===== config.mk =====
export PLATFORM = sky130hd
export DESIGN_NAME = rgb_pwm_fader
export DESIGN_NICKNAME = d
export VERILOG_FILES = /design/src/rtl/led_pwm_pkg.sv /design/src/rtl/led_pwm_channel.sv /design/src/rtl/rgb_pwm_fader.sv
export SDC_FILE = /design/constraint.sdc
export NUM_CORES = 1
export LEC_CHECK = 0
export BUFFER_PORTS_ARGS = -buffer_cell sky130_fd_sc_hd__buf_4
export CORE_UTILIZATION = 58
export CTS_CLUSTER_SIZE = 14
export DETAILED_ROUTE_END_ITERATION = 7
export GPL_TIMING_DRIVEN = 0
export HOLD_SLACK_MARGIN = 0.08
export PLACE_DENSITY = 0.75
export SETUP_SLACK_MARGIN = 0.2
export SKIP_CTS_REPAIR_TIMING = 1
export SLEW_MARGIN = 20
export SYNTH_ARGS = -nofsm -noshare
export SYNTH_HDL_FRONTEND = slang
export SYNTH_SLANG_ARGS = --single-unit

===== constraint.sdc =====
create_clock -name clk -period 3.2 [get_ports clk]
set_input_delay 0.16 -clock clk [delete_from_list [all_inputs] [get_ports clk]]
set_output_delay 0.16 -clock clk [all_outputs]
set_load 0.005 [all_outputs]

===== src/rtl/led_pwm_pkg.sv =====
// Shared encodings for the multi-channel LED PWM fader.
// Mode values match the cfg_mode port encoding.
package led_pwm_pkg;

    localparam logic [1:0] MODE_OFF     = 2'b00;
    localparam logic [1:0] MODE_STATIC  = 2'b01;
    localparam logic [1:0] MODE_FADE    = 2'b10;
    localparam logic [1:0] MODE_BREATHE = 2'b11;

    localparam logic DIR_DOWN = 1'b0;
    localparam logic DIR_UP   = 1'b1;

    typedef enum logic [1:0] {
        ST_OFF     = MODE_OFF,
        ST_STATIC  = MODE_STATIC,
        ST_FADE    = MODE_FADE,
        ST_BREATHE = MODE_BREATHE
    } mode_t;

    function automatic int chan_bits(input int n);
        return (n > 1) ? $clog2(n) : 1;
    endfunction

endpackage


===== src/rtl/led_pwm_channel.sv =====
// One PWM channel: mode FSM, level ramp, period-aligned duty
// shadow and the output compare against the shared counter.
module led_pwm_channel
    import led_pwm_pkg::*;
#(
    parameter int PWM_BITS = 8
) (
    input  logic                clk,
    input  logic                rst_n,
    input  logic                wr_en,
    input  logic [1:0]          wr_mode,
    input  logic [PWM_BITS-1:0] wr_level,
    input  logic                tick,
    input  logic                wrap,
    input  logic [PWM_BITS-1:0] pwm_cnt,
    output logic                pwm_out,
    output logic                busy
);

    localparam logic [PWM_BITS-1:0] LVL_ZERO = '0;
    localparam logic [PWM_BITS-1:0] LVL_MAX  = '1;

    mode_t               mode, mode_n;
    logic [PWM_BITS-1:0] cur, cur_n;
    logic [PWM_BITS-1:0] target, target_n;
    logic [PWM_BITS-1:0] duty;
    logic                dir, dir_n;
    logic                busy_n;

    // A write takes priority over a tick arriving in the same cycle
    always_comb begin
        mode_n   = mode;
        cur_n    = cur;
        target_n = target;
        dir_n    = dir;
        if (wr_en) begin
            mode_n   = mode_t'(wr_mode);
            target_n = wr_level;
            unique case (mode_t'(wr_mode))
                ST_OFF:    cur_n = LVL_ZERO;
                ST_STATIC: cur_n = wr_level;
                ST_FADE:   ;
                ST_BREATHE: begin
                    if (mode != ST_BREATHE)
                        dir_n = (cur < wr_level) ? DIR_UP : DIR_DOWN;
                    else if (wr_level < cur)
                        dir_n = DIR_DOWN;
                end
            endcase
        end else begin
            unique case (mode)
                ST_OFF:    cur_n = LVL_ZERO;
                ST_STATIC: cur_n = target;
                ST_FADE: begin
                    if (tick) begin
                        if (cur < target)
                            cur_n = cur + 1'b1;
                        else if (cur > target)
                            cur_n = cur - 1'b1;
                    end
                end
                ST_BREATHE: begin
                    if (tick) begin
                        if (dir == DIR_UP) begin
                            if (cur < target && cur != LVL_MAX) begin
                                cur_n = cur + 1'b1;
                            end else begin
                                dir_n = DIR_DOWN;
                                if (cur != LVL_ZERO)
                                    cur_n = cur - 1'b1;
                            end
                        end else begin
                            if (cur != LVL_ZERO) begin
                                cur_n = cur - 1'b1;
                            end else begin
                                dir_n = DIR_UP;
                                if (target != LVL_ZERO)
                                    cur_n = cur + 1'b1;
                            end
                        end
                    end
                end
            endcase
        end
        unique case (mode_n)
            ST_FADE:    busy_n = (cur_n != target_n);
            ST_BREATHE: busy_n = (target_n != LVL_ZERO);
            default:    busy_n = 1'b0;
        endcase
    end

    always_ff @(posedge clk or negedge rst_n) begin
        if (!rst_n) begin
            mode    <= ST_OFF;
            cur     <= LVL_ZERO;
            target  <= LVL_ZERO;
            dir     <= DIR_UP;
            duty    <= LVL_ZERO;
            busy    <= 1'b0;
            pwm_out <= 1'b0;
        end else begin
            mode    <= mode_n;
            cur     <= cur_n;
            target  <= target_n;
            dir     <= dir_n;
            busy    <= busy_n;
            if (wrap)
                duty <= cur;
            pwm_out <= (pwm_cnt < duty);
        end
    end

endmodule


===== src/rtl/rgb_pwm_fader.sv =====
// Multi-channel LED PWM fader: shared period counter, fade
// prescaler and config decode feeding per-channel engines.
module rgb_pwm_fader
    import led_pwm_pkg::*;
#(
    parameter int CHANNELS = 3,
    parameter int PWM_BITS = 8,
    parameter int DIV_BITS = 16
) (
    input  logic                           clk,
    input  logic                           rst_n,
    input  logic                           cfg_valid,
    output logic                           cfg_ready,
    input  logic [chan_bits(CHANNELS)-1:0] cfg_chan,
    input  logic [1:0]                     cfg_mode,
    input  logic [PWM_BITS-1:0]            cfg_level,
    input  logic [DIV_BITS-1:0]            step_div,
    output logic [CHANNELS-1:0]            pwm_out,
    output logic [CHANNELS-1:0]            busy
);

    localparam int CW = chan_bits(CHANNELS);

    logic [PWM_BITS-1:0] pwm_cnt;
    logic [DIV_BITS-1:0] presc;
    logic                tick;
    logic                wrap;
    logic                cfg_fire;

    assign tick     = (presc == '0);
    assign wrap     = (pwm_cnt == '1);
    assign cfg_fire = cfg_valid & cfg_ready;

    // step_div is only sampled on reload, so changes land cleanly
    always_ff @(posedge clk or negedge rst_n) begin
        if (!rst_n) begin
            cfg_ready <= 1'b0;
            pwm_cnt   <= '0;
            presc     <= '0;
        end else begin
            cfg_ready <= 1'b1;
            pwm_cnt   <= pwm_cnt + 1'b1;
            if (tick)
                presc <= step_div;
            else
                presc <= presc - 1'b1;
        end
    end

    for (genvar i = 0; i < CHANNELS; i++) begin : g_ch
        logic wr_en;

        assign wr_en = cfg_fire && (cfg_chan == CW'(i));

        led_pwm_channel #(
            .PWM_BITS(PWM_BITS)
        ) u_ch (
            .clk     (clk),
            .rst_n   (rst_n),
            .wr_en   (wr_en),
            .wr_mode (cfg_mode),
            .wr_level(cfg_level),
            .tick    (tick),
            .wrap    (wrap),
            .pwm_cnt (pwm_cnt),
            .pwm_out (pwm_out[i]),
            .busy    (busy[i])
        );
    end

endmodule


==> flow_summary.yaml <==
run_status:
  status: "finished, violations left"
  violations: "negative setup slack"
layout:
  insertedDiodeCount: 0
  layout-drive-gt1-share: 0.195
  area_delta_synth_final_pct: 22.3
  finalNetCount: 1519
  stdcell_area_sq_um: 12100
  fillers: 1300
  fin_cells: 1633
clocking:
  cts_buffers: 9
  clockBufferDepth: 2
  cts_sinks: 112
  clk_pin_slew_ps: 80
  cts_tree: "yes"
  htreeDepth: 3
  insertion_delay_ps: 370
  clockRootBuffer: "clkbuf_16"
sta:
  fmax_ghz: 0.282
  setup_viol_count_final: 3
  setup_tns_ps: -755
  hold_viol: 0
  finalWorstSetupSlack_ps: -351
  tightest_slew_ps: 882
  rsz0062_at_grt: "true"
  period_share: 1.11
  drv_slew: 0
  skew_ps: 7.99
  period_needed_ps: 3550
  max_slew_margin: 0.407
floorplan:
  die_w_microns: 133
  row_count: 47
  core-area_sq_um: 16600
  initial_utilization: 0.595
  dieArea_sq_um: 17600
  die_h_microns: 133
  io_pins: 38
placement:
  globalplace.congestion: 0.991
  dp_cells: 1537
  place_area_sq_um: 10600
  dp_hpwl_microns: 25900
  port_buffers: 37
route:
  drc: 0
  drt_iter0_markers: 1505
  firstDrtPassIters: 6
  viasPerCell: 6.78
  ant_nets: 0
  routed_wl_microns: 36900
  routedWlPerCell_microns: 22.6
  vias: 11100
setup_path:
  critical_path_class: "flop to flop"
  worstPathMaxFanout: 8
  cp.required_ps: 3450
  worst_ep_arrival_time_ps: 3800
  cp-start-kind: "flop"
  worstSetupEndpointType: "flop"
global_route:
  overflow: 0
  grtUsageTotal: 0.401
  grt_max_degree: 74
  grt_pass1_wl_microns: 54200
  grt_pass1_vias: 9747
  antenna_found_initial: 0
yosys:
  synth-seq-cells: 112
  synthDistinctLibCells: 78
  postSynthCellCount: 1279
  syn_area_sq_um: 9910
  yosysWarnings: 0
  syn_nets: 1390
  ys_seq_area_frac: 0.283
  avgSynthCellArea_sq_um: 7.75
  ys.flop_type: "dfrtp_1"
  synth_edf_count: 0
  async_flop_share: 1.00
min_path:
  hold_class: "input pin to flop"
power_and_ir_drop:
  power.total_mw: 6.97
  total_leakage_power_nw: 5.27
  powerDensity_nw_per_um2: 576
  ir_worst_vdd_v: 0.000406
flow_run:
  cap_viol_max_count: 0
## registers in the layout, summed over array words and instances, names as in the netlist
signal and count:
g_ch.u_ch.cur 24, g_ch.u_ch.duty 24, g_ch.u_ch.target 24, presc 16, pwm_cnt 8, g_ch.u_ch.mode 6, g_ch.u_ch.busy 3, g_ch.u_ch.dir 3
g_ch.u_ch.pwm_out 3, cfg_ready 1
## cell usage in the layout (no fill, tap or decap), drive strengths merged, types with 35 or more instances in the layout
cell	n
nand2	132
inv	86
dfrtp	109
nor2	106
buf	138
a21oi	101
nand4	35
clkbuf	58
nand3	38
ha	80
o21ai	96
xnor2	35
## layer usage
layer  part of all wire  up-vias  GRT usage
li1                   -     4929          -
met1               0.40     5176      0.552
met2               0.44      799      0.606
met3               0.11      174     0.0904
met4              0.048        0      0.167
met5                  0        -          0
## logic make-up (layout without fill, tap and decap cells)
group           after synthesis  in the layout  share of synthesized area
mux                          19             19                     0.0198
xor+xnor                     54             54                     0.0477
flops                       112            112                      0.283
fa+ha+maj                    80             80                      0.101
buf+inv                     163            297                     0.0643
simple gates                473            473                      0.240
compound gates              377            377                      0.243
other cells                   1              1                   0.000379
## final cells by class
class / count / area (sq um) / share of cell area
clock buffers: 9 / 225 / 0.0186
inverters: 84 / 327 / 0.0269
flip-flops and latches: 112 / 2830 / 0.233
plain buffers: 79 / 455 / 0.0376
multi-input cells: 1004 / 6980 / 0.576
clock inverters: 7 / 75.1 / 0.00619
repair buffers: 118 / 955 / 0.0788
well taps: 220 / 275 / 0.0227
## report_power, final
part / total [mW] / internal [mW] / switching [mW]
combinational: 3.78 / 1.53 / 2.26
clock: 1.17 / 0.553 / 0.614
sequential: 2.03 / 1.65 / 0.372
total: 6.97 / 3.73 / 3.24
## Yosys cell counts, types with 22 or more instances
cell	n	area, sq um
nand2_1	132	495
dfrtp_1	109	2730
nor2_1	106	398
a21oi_1	101	505
o21ai_0	93	465
inv_1	84	315
ha_1	80	1000
clkbuf_1	62	233
nand3_1	37	185
nand4_1	35	219
xnor2_1	35	307
nor3_1	32	160
a31oi_1	22	138
nor4_1	22	138
## through the flow
step / worst slack, ps / hold slack, ps / utilization
floorplan: -16.9 / -136 / -
global placement: -969 / 376 / 0.636
detailed placement: -979 / 94.7 / 0.638
CTS: -1010 / -295 / 0.656
global route: -439 / 82.5 / 0.728
finish: -351 / 45.3 / 0.728
## worst paths after layout
check | start | end | slack [ps] | depth (start not counted)
worst max-delay path | presc[0]$_DFF_PN0_ | g_ch[0].u_ch.busy$_DFF_PN0_ | -350 | 13
worst min-delay path | step_div[5] | presc[5]$_DFF_PN0_ | 50 | 3
worst max register to register | presc[0]$_DFF_PN0_ | g_ch[0].u_ch.busy$_DFF_PN0_ | -350 | 13
worst min register to register | presc[0]$_DFF_PN0_ | presc[0]$_DFF_PN0_ | 500 | 1
max in group asynchronous | rst_n | g_ch[2].u_ch.dir$_DFFE_PN1P_ | 2160 | 3
min in group asynchronous | rst_n | g_ch[1].u_ch.cur[2]$_DFF_PN0_ | 270 | 2
## critical path, cell delays in order (launching register included)
cell     delay [ps]
dfrtp_1         410
inv_1            70
ha_2            180
nor3b_4         190
buf_6           160
nand3_4          90
or2_0           260
buf_6           150
or4_4           540
a31oi_4         200
o32a_4          230
xnor2_1          80
or4b_4          520
o311a_1         340
(Power assumes the default switching activity.)
